===== src/rtl/calc_pkg.sv =====
// calc_pkg: shared types and constants for the calculator sequencer.
// Holds the FSM state encoding, operator and display-select enums, and the
// operand/result widths used by the number registers and the ALU.
package calc_pkg;

    localparam int NUM_W = 14;
    localparam int RES_W = 28;

    typedef enum logic [2:0] {
        ENTER_A,
        ENTER_B,
        START,
        WAIT,
        SHOW,
        ERROR
    } state_t;

    typedef enum logic [1:0] {
        ADD = 2'd0,
        SUB = 2'd1,
        MUL = 2'd2,
        DIV = 2'd3
    } op_t;

    typedef enum logic [1:0] {
        DISP_A      = 2'd0,
        DISP_B      = 2'd1,
        DISP_RESULT = 2'd2,
        DISP_ERROR  = 2'd3
    } disp_t;

    // Division by zero is caught before the ALU is ever started.
    function automatic logic is_div_by_zero(op_t op, logic [NUM_W-1:0] divisor);
        return (op == DIV) && (divisor == '0);
    endfunction

    // What the display shows in each state.
    function automatic disp_t state_disp(state_t st);
        case (st)
            ENTER_A: return DISP_A;
            SHOW:    return DISP_RESULT;
            ERROR:   return DISP_ERROR;
            default: return DISP_B;
        endcase
    endfunction

endpackage


===== src/rtl/calc_watchdog.sv =====
// calc_watchdog: counts cycles spent waiting on the ALU and flags expiry.
// Built only with CALC_TIMEOUT_EN defined; otherwise this file is empty.
// The counter is held at zero while clear is high and advances once per
// cycle otherwise, saturating at TIMEOUT_CYCLES-1 where expired is raised.
`ifdef CALC_TIMEOUT_EN
module calc_watchdog #(
    parameter int TIMEOUT_CYCLES = 1024
) (
    input  logic clk,
    input  logic rst_ext,
    input  logic clear,
    output logic expired
);

    localparam int CNT_W = (TIMEOUT_CYCLES > 2) ? $clog2(TIMEOUT_CYCLES) : 1;

    logic [CNT_W-1:0] cnt_q;
    logic [CNT_W-1:0] cnt_d;

    assign expired = (cnt_q == CNT_W'(TIMEOUT_CYCLES - 1));

    // Next count: restart on clear, otherwise step until expiry.
    always_comb begin
        cnt_d = cnt_q;
        if (clear) begin
            cnt_d = '0;
        end else if (!expired) begin
            cnt_d = cnt_q + CNT_W'(1);
        end
    end

    // Count register.
    always_ff @(posedge clk) begin
        if (rst_ext) begin
            cnt_q <= '0;
        end else begin
            cnt_q <= cnt_d;
        end
    end

endmodule
`endif


===== src/rtl/calc_sequencer.sv =====
// calc_sequencer: top-level FSM for a calculator session.
// Steers slider entry between operand A and B, latches the operator, runs the
// ALU start/done handshake, holds the result and chooses the display source.
// Optional feature macro: CALC_TIMEOUT_EN (abort to ERROR if the ALU stays
// silent for TIMEOUT_CYCLES cycles in WAIT).
module calc_sequencer
    import calc_pkg::*;
#(
    parameter int TIMEOUT_CYCLES = 1024
) (
    input  logic                    clk,
    input  logic                    rst_ext,
    input  logic                    btn_next,
    input  logic                    btn_eq,
    input  logic                    btn_clr,
    input  logic [1:0]              op_sel,
    input  logic [NUM_W-1:0]        number_1,
    input  logic [NUM_W-1:0]        number_2,
    output logic                    write_number_select,
    output logic                    clr_operands,
    output logic                    alu_start,
    output logic [1:0]              alu_op,
    input  logic                    alu_done,
    input  logic                    alu_err,
    input  logic signed [RES_W-1:0] alu_result,
    output logic signed [RES_W-1:0] result,
    output logic                    result_valid,
    output logic [1:0]              disp_sel,
    output logic                    error
);

    state_t                  state_q, state_d;
    op_t                     alu_op_q, alu_op_d;
    logic signed [RES_W-1:0] result_q, result_d;
    logic                    result_valid_q, result_valid_d;
    logic                    clr_operands_q, clr_operands_d;
    logic                    alu_start_q, alu_start_d;
    logic                    wsel_q, wsel_d;
    disp_t                   disp_sel_q, disp_sel_d;
    logic                    error_q, error_d;
    logic                    timeout_hit;

    // Operand A goes straight to the ALU; the sequencer never looks at it.
    logic unused_number_1;
    assign unused_number_1 = ^number_1;

`ifdef CALC_TIMEOUT_EN
    calc_watchdog #(
        .TIMEOUT_CYCLES(TIMEOUT_CYCLES)
    ) u_watchdog (
        .clk     (clk),
        .rst_ext (rst_ext),
        .clear   (state_q != WAIT),
        .expired (timeout_hit)
    );
`else
    logic unused_timeout_cfg;
    assign unused_timeout_cfg = ^TIMEOUT_CYCLES;
    assign timeout_hit        = 1'b0;
`endif

    // Next-state, result capture and registered Moore outputs.
    always_comb begin
        // NOTE: every signal gets a default first so no path leaves it unassigned, which would infer a latch.
        state_d        = state_q;
        alu_op_d       = alu_op_q;
        result_d       = result_q;
        result_valid_d = result_valid_q;
        clr_operands_d = 1'b0;

        if (btn_clr) begin
            state_d        = ENTER_A;
            clr_operands_d = 1'b1;
            result_d       = '0;
            result_valid_d = 1'b0;
        end else begin
            case (state_q)
                ENTER_A: begin
                    if (btn_next) state_d = ENTER_B;
                end
                ENTER_B: begin
                    if (btn_eq) begin
                        alu_op_d = op_t'(op_sel);
                        state_d  = is_div_by_zero(op_t'(op_sel), number_2) ? ERROR : START;
                    end else if (btn_next) begin
                        state_d = ENTER_A;
                    end
                end
                START: begin
                    state_d = WAIT;
                end
                WAIT: begin
                    if (alu_done) begin
                        if (alu_err) begin
                            state_d = ERROR;
                        end else begin
                            result_d       = alu_result;
                            result_valid_d = 1'b1;
                            state_d        = SHOW;
                        end
                    end else if (timeout_hit) begin
                        state_d = ERROR;
                    end
                end
                SHOW: begin
                    if (btn_next) begin
                        state_d        = ENTER_A;
                        clr_operands_d = 1'b1;
                    end
                end
                ERROR: begin
                    state_d = ERROR;
                end
                default: begin
                    state_d = ENTER_A;
                end
            endcase
        end

        // Outputs are decoded from the next state so they register alongside it.
        alu_start_d = (state_d == START);
        wsel_d      = (state_d != ENTER_A);
        disp_sel_d  = state_disp(state_d);
        error_d     = (state_d == ERROR);
    end

    // State and output registers with synchronous reset.
    always_ff @(posedge clk) begin
        // NOTE: non-blocking assignments so every flop samples the pre-edge values of the others.
        if (rst_ext) begin
            state_q        <= ENTER_A;
            alu_op_q       <= ADD;
            result_q       <= '0;
            result_valid_q <= 1'b0;
            clr_operands_q <= 1'b0;
            alu_start_q    <= 1'b0;
            wsel_q         <= 1'b0;
            disp_sel_q     <= DISP_A;
            error_q        <= 1'b0;
        end else begin
            state_q        <= state_d;
            alu_op_q       <= alu_op_d;
            result_q       <= result_d;
            result_valid_q <= result_valid_d;
            clr_operands_q <= clr_operands_d;
            alu_start_q    <= alu_start_d;
            wsel_q         <= wsel_d;
            disp_sel_q     <= disp_sel_d;
            error_q        <= error_d;
        end
    end

    assign write_number_select = wsel_q;
    assign clr_operands        = clr_operands_q;
    assign alu_start           = alu_start_q;
    assign alu_op              = alu_op_q;
    assign result              = result_q;
    assign result_valid        = result_valid_q;
    assign disp_sel            = disp_sel_q;
    assign error               = error_q;

endmodule


===== config.mk =====
export PLATFORM = sky130hd
export DESIGN_NAME = calc_sequencer
export DESIGN_NICKNAME = d
export VERILOG_FILES = /design/src/rtl/calc_pkg.sv /design/src/rtl/calc_watchdog.sv /design/src/rtl/calc_sequencer.sv
export SDC_FILE = /design/constraint.sdc
export NUM_CORES = 1
export LEC_CHECK = 0
export CAP_MARGIN = 20
export CORE_MARGIN = 4
export CORE_UTILIZATION = 37
export DETAILED_ROUTE_END_ITERATION = 10
export PLACE_DENSITY = 0.84
export SYNTH_ARGS = -nofsm -noshare
export SYNTH_HDL_FRONTEND = slang
export SYNTH_HIERARCHICAL = 1
export SYNTH_SLANG_ARGS = --single-unit

===== constraint.sdc =====
create_clock -name clk -period 3 [get_ports clk]
set_clock_uncertainty 0.15 [all_clocks]
set_input_delay 0.6 -clock clk [delete_from_list [all_inputs] [get_ports clk]]
set_output_delay 0.6 -clock clk [all_outputs]
set_load 0.05 [all_outputs]

Word level (Yosys, flattened, before mapping)
Cells that the tools add are included.
W data, S select, Z words.
{"block": "word_totals", "register_bits": 40, "input_bits": 65, "output_inout_bits": 37, "word_cells": 40}
{"block": "op_classes", "n_eq_ne": 9, "muxes": 12, "bitwise": 2, "n_reduce_logical": 8}
{"cell": "$mux W3", "n": 6}
{"cell": "$pmux W3 S6", "n": 1}
{"cell": "$logic_not A14 Y1", "n": 1}
{"cell": "$eq A3 B3 Y1 const B", "n": 4}
{"cell": "$eq A3 B2 Y1 const B", "n": 3}
{"cell": "$logic_not A3 Y1", "n": 2}
{"cell": "$pmux W2 S3", "n": 1}
{"cell": "$reduce_and A3 Y1", "n": 2}
{"cell": "$mux W1", "n": 4}
{"cell": "$eq A3 B1 Y1 const B", "n": 1}
{"cell": "$reduce_bool A3 Y1", "n": 1}
{"cell": "$eq A2 B2 Y1 const B", "n": 1}
{"cell": "$not A1 Y1", "n": 2}
{"cell": "$reduce_or A2 Y1", "n": 1}
{"cell": "$logic_and A1 B1 Y1", "n": 1}

Longest topological paths before layout
Gate-level depths: netlist (run 1).
{"block": "logic_depth", "depth_word": 8, "mapped_depth": 6, "ltp_nobuf": 4}

Worst setup path after synthesis (run 1)
Ideal clock, no wire load.
{"block": "synth_path", "path_kind": "input-to-reg", "from": "input btn_clr", "to": "register error_q (netlist: error)", "setup_ns": 0.075, "arrival_ns": 1.426, "t_required_ns": 2.775, "path_slack_ns": 1.349, "cell_stages": 5, "path_buffers": 1, "cell_sequence": "or2_1 -> a21o_1 -> buf_6 -> or2_0 -> o22ai_1"}
{"block": "synth_between", "elab_chain_cells": 2}
{"element": "from (decl)", "line_no": "calc_sequencer.sv:15", "text": "input logic btn_clr,"}
{"element": "$mux W3", "line_no": "calc_sequencer.sv:71", "text": "if (btn_clr) begin"}
{"element": "$eq A3 B3 Y1", "line_no": "calc_sequencer.sv:124", "text": "error_d = (state_d == ERROR);"}
{"element": "to (signal assigned)", "line_no": "calc_sequencer.sv:149", "text": "error_q <= error_d;"}
{"element": "to (decl)", "line_no": "calc_sequencer.sv:40", "text": "logic error_q, error_d;"}
No other way between the ends.
A chain may end at the register's enable or synchronous reset.

Final worst setup path (run 1)
{"block": "layout_path", "from": "register result_q[20] (netlist: result[20])", "to": "output result[20]"}
{"element": "from (decl)", "line_no": "calc_sequencer.sv:34", "text": "logic signed [RES_W-1:0] result_q, result_d;"}
{"element": "from (signal assigned)", "line_no": "calc_sequencer.sv:143", "text": "result_q <= result_d;"}
{"element": "to (decl)", "line_no": "calc_sequencer.sv:26", "text": "output logic signed [RES_W-1:0] result,"}
No word-level cell between the ends.

==> summary.md, run 1 <==
| Metric | Value |
|---|---|
| # fillers | 354 |
| Max cap viols | 0 |
| Hold Slack | about 300 ps |
| Worst Path Required | ~2300 ps |
| Cell count after synthesis | 177 |
| Synth top area cells | dfxtp_1, nand2_1, a21oi_1, buf_6, nor2_1 |
| CTS hold repair buffers | 0 |
| #FFs+latches synth | 40 |
| TritonCTS buffer count | 5 |
| DR iter-0 viols | 48 |
| Final instance area | between 2000 and 2500 um^2 |
| Die Y | ~71 um |
| Max incr delay on CP | ~810 ps |
| Reg area | between 800 and 900 um^2 |
| FP Rows | 22 |
| Final GP Congestion | roughly 0.74 |
| Detailed Route WL | between 3000 and 4000 um |
| Pwr per Cell Area | about 440 nW/um^2 |
| Global-route wire length before repair | 6080 um |
| H-Tree Depth | 2 |
| Detailed-route via count | about 1500 |
| Sequential element share of the synthesized area | roughly 54% |
| Layout cell share with drive strength beyond 1 | ~4.9% |
| DRT Pass-1 Iters | 2 |
| Gr ovfl total | 0 |
| Ant. Diodes | 0 |
| Footprint of the multi-input gates | a little over 600 um^2 |
| Syn-to-layout area delta | 67.6% |
| # DRC | 0 |
| Critical path buffer and inverter count | 1 |
| Max-slew violation count | 0 |
| Initial core utilization | 39.5% |
| Clock Tree Buf Depth | 2 |
| Setup CP Type | reg2out |
| Die width | 71.4 um |
| CTS tree | done |
| Max stage delay cell, worst path | clkdlybuf4s50_1 |
| Peak VDD IR | between 300 and 400 uV |
| Antenna violations before repair | 0 |
| Port Buf Inserts | 87 |
| YS warnings | 6 |
| Count leader, synth | nand2_1 |
| Area after DPL | approximately 2400 um^2 |
| RSZ-0062 raised after global routing | false |
| Root buffer cell | clkbuf_8 |
| Number of global-route vias before repair | around 1400 |
| Switching share of power | 19.3% |
| Crit path max fanout | 2 |
| Critical Path AT | ~1400 ps |
| Share of power burned in registers | roughly half |
| Worst skew pair latency | about 280 ps |
| DP HPWL | between 2000 and 3000 um |
| Crit. End Element | output port |
| Combinational fraction of design power | 9.4% |
| Num ports | slightly above 100 |
| Post-CTS Resized | 0 |
| Tmin final | around 2200 ps |
| Ys flop type | dfxtp_1 |
| Switching power | between 0.2 and 0.25 mW |
| Clock share of power | a little over two fifths |
| Final core utilization | between 60% and 70% |
| Leakage | between 0.8 and 0.9 nW |
| Startpoint Class | register |
| CORE AREA | 3770 um^2 |
| Status | finished clean |
| Synth top area share | a little over half |
| Worst-Margin Slew | slightly above 900 ps |
| WL/cell | 12.4 um |
| Int Pwr | around 0.9 mW |
| Cell Area, Synth | 1490 um^2 |
| Critical path cell sequence | clkdlybuf4s50_1 |
| Crit path max-delay family | buffers and inverters |
| FMAX | about 460 MHz |
| Final Setup Violations | 0 |
| Drt via density | roughly 4.6 |
| Post-synth EDFFs | 0 |
| NumNets Final | about 330 |
| Final hold violation count | 0 |
| Setup TNS | 0 ps |
| Final period util | 72.8% |
| Syn avg cell area | around 8.4 um^2 |
| Biggest area consumer among synthesized cells | dfxtp_1 |
| All-Layer GR Usage | 15.0% |
| Post-synth cell types | 27 |
| Relative slew margins | between 30% and 40% |
| Tot Pwr | 1.11 mW |
| Syn_nets | between 200 and 250 |
| Post-CTS Setup Inserts | 0 |
| Clk slew on worst S/H paths | about 70 ps |
| Share of flip-flops with an asynchronous set or reset | 0% |
| Final ANT Viol Nets | 0 |
| HP Class | reg2reg |
| Die area | 5100 um^2 |
| Leading cell types by count after synthesis | nand2_1, dfxtp_1, a21oi_1 |
| Pin count of the biggest net entering global routing | 30 |
| Sink Count | 40 |
[routing by layer]
layer	wire length [um]	vias to the layer above	track usage, %	part of all wire (%)
met2	1900	49	26.1	49
met3	331	4	6.17	8.6
li1	-	763	-	-
met1	1610	635	16.6	42
met5	0	-	0	0
met4	31	0	5.01	0.80
[worst register-to-register path, stage by stage, from the launching register on]
cell and delay, ps:
dfxtp_1 420, nand4b_1 190, or2_1 740, nand2_1 140, a21oi_1 160
[final timing paths]
kind	endpoint	from	cells after the start	slack, ps
hold reg to reg	result[16]	result[16]	2	300
setup / recovery	result[20]	result[20]	1	820
setup reg to reg	result[5]	state_q[2]	4	1140
hold / removal	result[16]	result[16]	2	300
[power groups by stage]
stage,registers (mW),clock network (mW),logic [mW]
after CTS,0.536,0.480,0.105
after global routing,0.536,0.506,0.111
final,0.536,0.469,0.104
after detailed placement,0.549,0,0.104
after global placement,0.548,0,0.103
after floorplan,0.558,0,0.0187
[logic make-up (layout without fill, tap and decap cells)]
logic type	Yosys count	count (layout)	synth area share, %
flops	40	40	53.8
simple gates	79	79	23.6
compound gates	46	46	17.0
buf+inv	12	100	5.63
[cells in the final DEF, fill, tap and decap left out]
| cell type | synthesis | layout |
|---|---|---|
| bufinv_16 | 0 | 1 |
| nor2_2 | 0 | 1 |
| or2_1 | 3 | 3 |
| o21ai_0 | 3 | 3 |
| o22ai_1 | 1 | 1 |
| nor3b_2 | 1 | 1 |
| dfxtp_1 | 40 | 40 |
| inv_1 | 2 | 2 |
| nand2_1 | 58 | 58 |
| or2_0 | 1 | 1 |
| o21bai_1 | 1 | 1 |
| nor4bb_1 | 1 | 1 |
| a31oi_1 | 2 | 2 |
| a21o_1 | 2 | 2 |
| clkdlybuf4s50_1 | 0 | 87 |
| nand4_1 | 1 | 1 |
| nand4bb_1 | 1 | 1 |
| o32ai_1 | 1 | 1 |
| nand4b_1 | 1 | 1 |
| nor4_1 | 3 | 3 |
| nand2b_1 | 1 | 1 |
| nor2_1 | 6 | 5 |
| a21oi_1 | 34 | 34 |
| clkbuf_8 | 0 | 7 |
| a41oi_1 | 1 | 1 |
| nor2b_1 | 2 | 2 |
| o31a_1 | 1 | 1 |
| buf_4 | 2 | 3 |
[cell type report]
type | instances | share of cell area, %
Clock buffer | 7 | 3.86
Tap cell | 48 | 2.41
Timing Repair Buffer | 90 | 35.8
Inverter | 2 | 0.301
Clock inverter | 1 | 1.20
Sequential cell | 40 | 32.1
Multi-Input combinational cell | 125 | 24.3
[through the flow]
step                      setup WS, ps  std cells
after global routing               651        313
after detailed placement           484        305
after global placement             506        305
after CTS                          779        313
final                              816        313
after floorplan                   1350        177
[flip-flops by register name (all words and copies together) (netlist names)]
signal	count
clr_operands	1
alu_start	1
result	28
result_valid	1
write_number_select	1
error	1
state_q	3
alu_op	2
disp_sel	2
Note: power is estimated with default switching activity, not from simulation.
==> inputs of run 2 (changes only) <==
- CORE_UTILIZATION: 37 -> 31
- PLACE_DENSITY: 0.84 -> 0.75
- clock period: 3 -> 1.85 ns (I/O delays scaled with it)
==> run 2 against run 1 <==
Compared with the run above: sequential cell count is the same; clock power grew 26%; die area rose by 17%; critical path type is now in2reg; critical endpoint is now error; largest cell class unchanged; largest power group unchanged; highest routed layer unchanged.
==> summary.md, run 2 (synthesized netlist as in run 1, its figures left out) <==
| Metric | Value |
|---|---|
| Number of global-route vias before repair | 1500 (+10%) |
| NumNets Final | 339 (+3.0%) |
| Clock Tree Buf Depth | 2 (unchanged) |
| Sink Count | 40 (unchanged) |
| Worst Path Required | 1920 ps (-330 ps) |
| Ant. Diodes | 0 (unchanged) |
| Final core utilization | 54.9% (-11 points) |
| R2R depth | 5 (+1) |
| # DRC | 0 (unchanged) |
| CP startpoint | op_sel[1] |
| Leakage | 0.937 nW (+14%) |
| Setup TNS | 0 ps (unchanged) |
| Setup CP Type | in2reg |
| FP Rows | 24 (+9.1%) |
| Initial core utilization | 33.1% (-6.4 points) |
| Min-Delay Endpoint | result[22] |
| Detailed Route WL | 4120 um (+6.5%) |
| H-Tree Depth | 2 (unchanged) |
| Pin count of the biggest net entering global routing | 30 (unchanged) |
| Final Setup Violations | 0 (unchanged) |
| FMAX | about 580 MHz |
| CORE AREA | 4500 um^2 (+19%) |
| Global-route wire length before repair | 6810 um (+12%) |
| Critical Path AT | 1800 ps (+370 ps) |
| Origin of the critical flop-to-flop path | state_q[1] |
| Drt via density | 4.63 (-0.13%) |
| Num ports | 102 (unchanged) |
| DR iter-0 viols | 44 (-8.3%) |
| Post-CTS Setup Inserts | 0 (unchanged) |
| Tmin final | between 1500 and 2000 ps |
| Tot Pwr | 1.64 mW (+48%) |
| HP Class | reg2reg |
| R2R setup slack | 360 ps (-780 ps) |
| DP HPWL | 3100 um (+4.8%) |
| Final ANT Viol Nets | 0 (unchanged) |
| Startpoint Class | input port |
| Most common cell after layout, fill and taps aside | nand2_1 |
| Area after DPL | 2380 um^2 (+0.53%) |
| Relative slew margins | 79.5% (+41 points) |
| # fillers | 437 (+23%) |
| Max cap viols | 0 (unchanged) |
| Root buffer cell | clkbuf_8 |
| Capture point of the worst reg-to-reg path | result[4] |
| Layout cell share with drive strength beyond 1 | 21.8% (+17 points) |
| Crit. End Element | register |
| Die area | 5980 um^2 (+17%) |
| Worst skew pair latency | 290 ps (about the same) |
| Final GP Congestion | 0.710 (-4.1%) |
| Syn-to-layout area delta | 66.1% |
| Final hold violation count | 0 (unchanged) |
| Worst-Margin Slew | 303 ps (-615 ps) |
| Pwr per Cell Area | 664 nW/um^2 (+49%) |
| Detailed-route via count | 1514 (+4.3%) |
| Min-delay src | result[22] |
| Port Buf Inserts | 87 (unchanged) |
| Crit path max fanout | 4 (+2) |
| Clk slew on worst S/H paths | 80 ps (about the same) |
| Gr ovfl total | 0 (unchanged) |
| Peak VDD IR | 271 uV (-16%) |
| Antenna violations before repair | 0 (unchanged) |
| Max-slew violation count | 0 (unchanged) |
| Final period util | 93.3% |
| Die width | 77.3 um (+8.2%) |
| Most frequent cells in the layout | nand2_1, clkdlybuf4s50_1, buf_4, dfxtp_1, a21oi_1 |
| Post-CTS Resized | 0 (unchanged) |
| Die Y | 77.3 um (+8.2%) |
| Max reg flops | 28 (unchanged) |
| CTS tree | done |
| TritonCTS buffer count | 5 (unchanged) |
| DRT Pass-1 Iters | 4 (+2) |
| Final instance area | 2470 um^2 (-0.85%) |
| All-Layer GR Usage | 14.3% (-0.75 points) |
| WL/cell | 12.6 um (+2.0%) |
| WHS Path Cells | 2 (unchanged) |
| Status | finished clean |
| RSZ-0062 raised after global routing | false |
| CTS hold repair buffers | 0 (unchanged) |
-- run 2: cell count changes in the layout (fill, tap and decap cells not counted) --
cell,before,now
clkbuf_8,7,6
clkdlybuf4s50_1,87,50
buf_12,0,2
buf_4,3,48
clkinv_2,0,2
bufinv_16,1,0
-- run 2: critical path, cell delays in order --
cell and delay [ps]:
clkdlybuf4s50_1 470, nor4bb_1 330, nand4_1 170, or2_1 290
o22ai_1 160
-- run 2: how the worst max path moves through the flow --
stage	to	cells after the start	slack [ps]
6_report	error	5	120
4_1_cts	error	5	140
3_5_place_dp	error	5	-170
2_1_floorplan	result[19]	6	420
5_1_grt	disp_sel[1]	5	70
3_3_place_gp	error	5	-140
-- run 2: per-stage QoR --
step | setup slack, ps | hold WS [ps] | std cells
after floorplan | 424 | 289 | 177
after global placement | -143 | 293 | 319
after detailed placement | -171 | 298 | 319
after CTS | 136 | 309 | 327
after global routing | 71.0 | 322 | 327
final | 123 | 305 | 327
-- run 2: routing by layer --
| layer | GRT usage, % | wire [um] | part of all wire (%) | up-vias |
|---|---|---|---|---|
| met5 | 0 | 0 | 0 | - |
| met2 | 24.6 | 1950 | 47 | 54 |
| met1 | 16.2 | 1800 | 44 | 669 |
| met3 | 5.39 | 317 | 7.7 | 7 |
| li1 | - | - | - | 784 |
| met4 | 4.80 | 54 | 1.3 | 0 |
-- run 2: area by class of cell --
class	count	area, um^2	share of cell area (%)
repair buffers	100	901	36.4
flip-flops and latches	40	801	32.4
multi-input cells	125	607	24.5
clock buffers	6	82.6	3.34
well taps	52	65.1	2.63
clock inverters	2	10.0	0.405
inverters	2	7.51	0.303
-- run 2: report_power, final --
group	internal, mW	leakage (nW)	total [mW]	switching, mW
registers	0.866	0.323	0.870	0.00343
logic	0.119	0.563	0.180	0.0606
clock network	0.298	0.0510	0.592	0.295
==> inputs of run 3 (changes only) <==
- CORE_ASPECT_RATIO: not set -> 1.25
- CORE_UTILIZATION: 31 -> 37
- PLACE_DENSITY: 0.75 -> 0.84
- clock period: 1.85 -> 2.15 ns (I/O delays scaled with it)
==> run 3 against run 2 <==
Compared with the run above: non-clock buffer count shrank 8; worst hold slack worse by 1.2 ps; critical path type is now reg2out; first-iteration DRC count rose to 2.8 times the previous value; largest cell class unchanged; via count increased by 0.66%; critical endpoint is now result[7]; highest routed layer unchanged; setup slack better by 8.0 ps.
==> summary.md, run 3 (synthesized netlist as in run 1, its figures left out) <==
| Metric | Value |
|---|---|
| Levels on crit path | 1 (-4) |
| Global-route wire length before repair | 6320 um (-7.2%) |
| Detailed Route WL | 4010 um (-2.7%) |
| NumNets Final | 331 (-2.4%) |
| Peak VDD IR | 273 uV (+0.71%) |
| Layout cell share with drive strength beyond 1 | 4.89% (-17 points) |
| Sink Count | 40 (unchanged) |
| FMAX | roughly 500 MHz |
| Clk slew on worst S/H paths | 70 ps (about the same) |
| WL/cell | 12.5 um (-0.59%) |
| Crit path max-delay family | buffers and inverters |
| Combinational fraction of design power | 11.0% (about the same) |
| Max-slew violation count | 0 (unchanged) |
| WHS Path Cells | 2 (unchanged) |
| Worst skew pair latency | 280 ps (about the same) |
| Ant. Diodes | 0 (unchanged) |
| Root buffer cell | clkbuf_8 |
| CORE AREA | 3850 um^2 (-15%) |
| Critical path cell sequence | clkdlybuf4s50_1 |
| Setup CP Type | reg2out |
| Leakage | 0.814 nW (-13%) |
| Clock Tree Buf Depth | 2 (unchanged) |
| Die Y | 78.9 um (+2.1%) |
| Gr ovfl total | 0 (unchanged) |
| Int Pwr | 1.06 mW (-17%) |
| Clock share of power | 33.6% (-2.5 points) |
| Pwr per Cell Area | 541 nW/um^2 (-19%) |
| Worst setup margin | 131 ps (+8.02 ps) |
| Pin count of the biggest net entering global routing | 30 (unchanged) |
| TritonCTS buffer count | 5 (unchanged) |
| # DRC | 0 (unchanged) |
| # fillers | 346 (-21%) |
| Initial core utilization | 38.7% (+5.6 points) |
| Post-CTS Setup Inserts | 0 (unchanged) |
| RSZ-0062 raised after global routing | false |
| Final Setup Violations | 0 (unchanged) |
| Switching share of power | 21.2% (-0.65 points) |
| Final period util | 93.9% |
| Port Buf Inserts | 87 (unchanged) |
| Switching power | 0.286 mW (-20%) |
| Final hold violation count | 0 (unchanged) |
| Max incr delay on CP | 810 ps (+340 ps) |
| Worst-Margin Slew | 520 ps (+217 ps) |
| Crit path max fanout | 2 (-2) |
| Most common cell after layout, fill and taps aside | clkdlybuf4s50_1 |
| Drt via density | 4.76 (+2.9%) |
| DP HPWL | 3060 um (-1.3%) |
| Status | finished clean |
| Critical path buffer and inverter count | 1 (unchanged) |
| Crit. End Element | output port |
| Max reg flops | 28 (unchanged) |
| Setup TNS | 0 ps (unchanged) |
| Max stage delay cell, worst path | clkdlybuf4s50_1 |
| Syn-to-layout area delta | 67.5% |
| Post-CTS Resized | 0 (unchanged) |
| Hold Slack | 304 ps (-1.16 ps) |
| Num ports | 102 (unchanged) |
| Detailed-route via count | 1524 (+0.66%) |
| Relative slew margins | 65.2% (-14 points) |
| Tmin final | slightly above 2000 ps |
| DRT Pass-1 Iters | 4 (unchanged) |
| CTS tree | done |
| Max cap viols | 0 (unchanged) |
| FP Rows | 25 (+4.2%) |
| H-Tree Depth | 2 (unchanged) |
| Most frequent cells in the layout | clkdlybuf4s50_1, nand2_1, dfxtp_1, a21oi_1 |
| Number of global-route vias before repair | 1466 (-2.3%) |
| R2R depth | 5 (unchanged) |
| Final core utilization | 64.8% (+9.9 points) |
| HP Class | reg2reg |
| All-Layer GR Usage | 16.0% (+1.7 points) |
| Die area | 5110 um^2 (-14%) |
| CTS hold repair buffers | 0 (unchanged) |
| Worst Path Required | 1570 ps (-350 ps) |
| Startpoint Class | register |
| Dpl ws | 129 ps (+300 ps) |
| Share of power burned in registers | 55.5% (+2.5 points) |
| Die width | 64.7 um (-16%) |
| Critical Path AT | 1440 ps (-360 ps) |
| DR iter-0 viols | 123 (+180%) |
| Antenna violations before repair | 0 (unchanged) |
| Final ANT Viol Nets | 0 (unchanged) |
| Final GP Congestion | 0.836 (+18%) |
run 3: cell count changes in the layout (fill, tap and decap cells not counted):
| cell | before | now |
|---|---|---|
| clkbuf_8 | 6 | 5 |
| clkinv_2 | 2 | 1 |
| buf_4 | 48 | 3 |
| clkdlybuf4s50_1 | 50 | 87 |
| clkbuf_1 | 0 | 1 |
run 3: worst paths after layout:
| kind | from | end | slack [ps] |
|---|---|---|---|
| setup reg to reg | state_q[1] | result[11] | 620 |
| setup / recovery | result[7] | result[7] | 130 |
| hold reg to reg | result[24] | result[24] | 300 |
| hold / removal | result[24] | result[24] | 300 |
run 3: power by group through the flow:
stage	logic, mW	registers (mW)	clock network [mW]
after floorplan	0.0261	0.779	0
after global placement	0.147	0.765	0
after detailed placement	0.148	0.765	0
after CTS	0.149	0.748	0.473
after global routing	0.157	0.749	0.509
final	0.148	0.748	0.453
run 3: through the flow:
step / cells / power (mW) / area [um^2]
6_report: 320 / 1.35 / 2490
5_1_grt: 320 / 1.41 / 2490
4_1_cts: 320 / 1.37 / 2490
3_5_place_dp: 313 / 0.914 / 2420
3_3_place_gp: 313 / 0.912 / 2420
2_1_floorplan: 177 / 0.805 / 1490
run 3: layout make-up:
type	instances	area, um^2	area share, %
Clock inverter	1	5.00	0.201
Clock buffer	6	72.6	2.91
Tap cell	54	67.6	2.71
Timing Repair Buffer	92	933	37.4
Sequential cell	40	801	32.1
Inverter	2	7.51	0.301
Multi-Input combinational cell	125	607	24.3
run 3: per-layer routing:
metal	vias up	wire (um)	global-route usage, %	share of wire, %
met2	65	2060	30.1	51
met1	688	1540	14.9	38
li1	767	-	-	-
met4	0	40	6.55	1.0
met3	4	380	6.36	9.5
met5	-	0	0	0
run 3: tightest hold or removal path: cells and delay by family, from the launching register on:
kind | cells | cell delay [ps]
flip-flops | 1 | 310
AND/OR/NAND/NOR | 1 | 50
AO/OA/AOI/OAI | 1 | 50
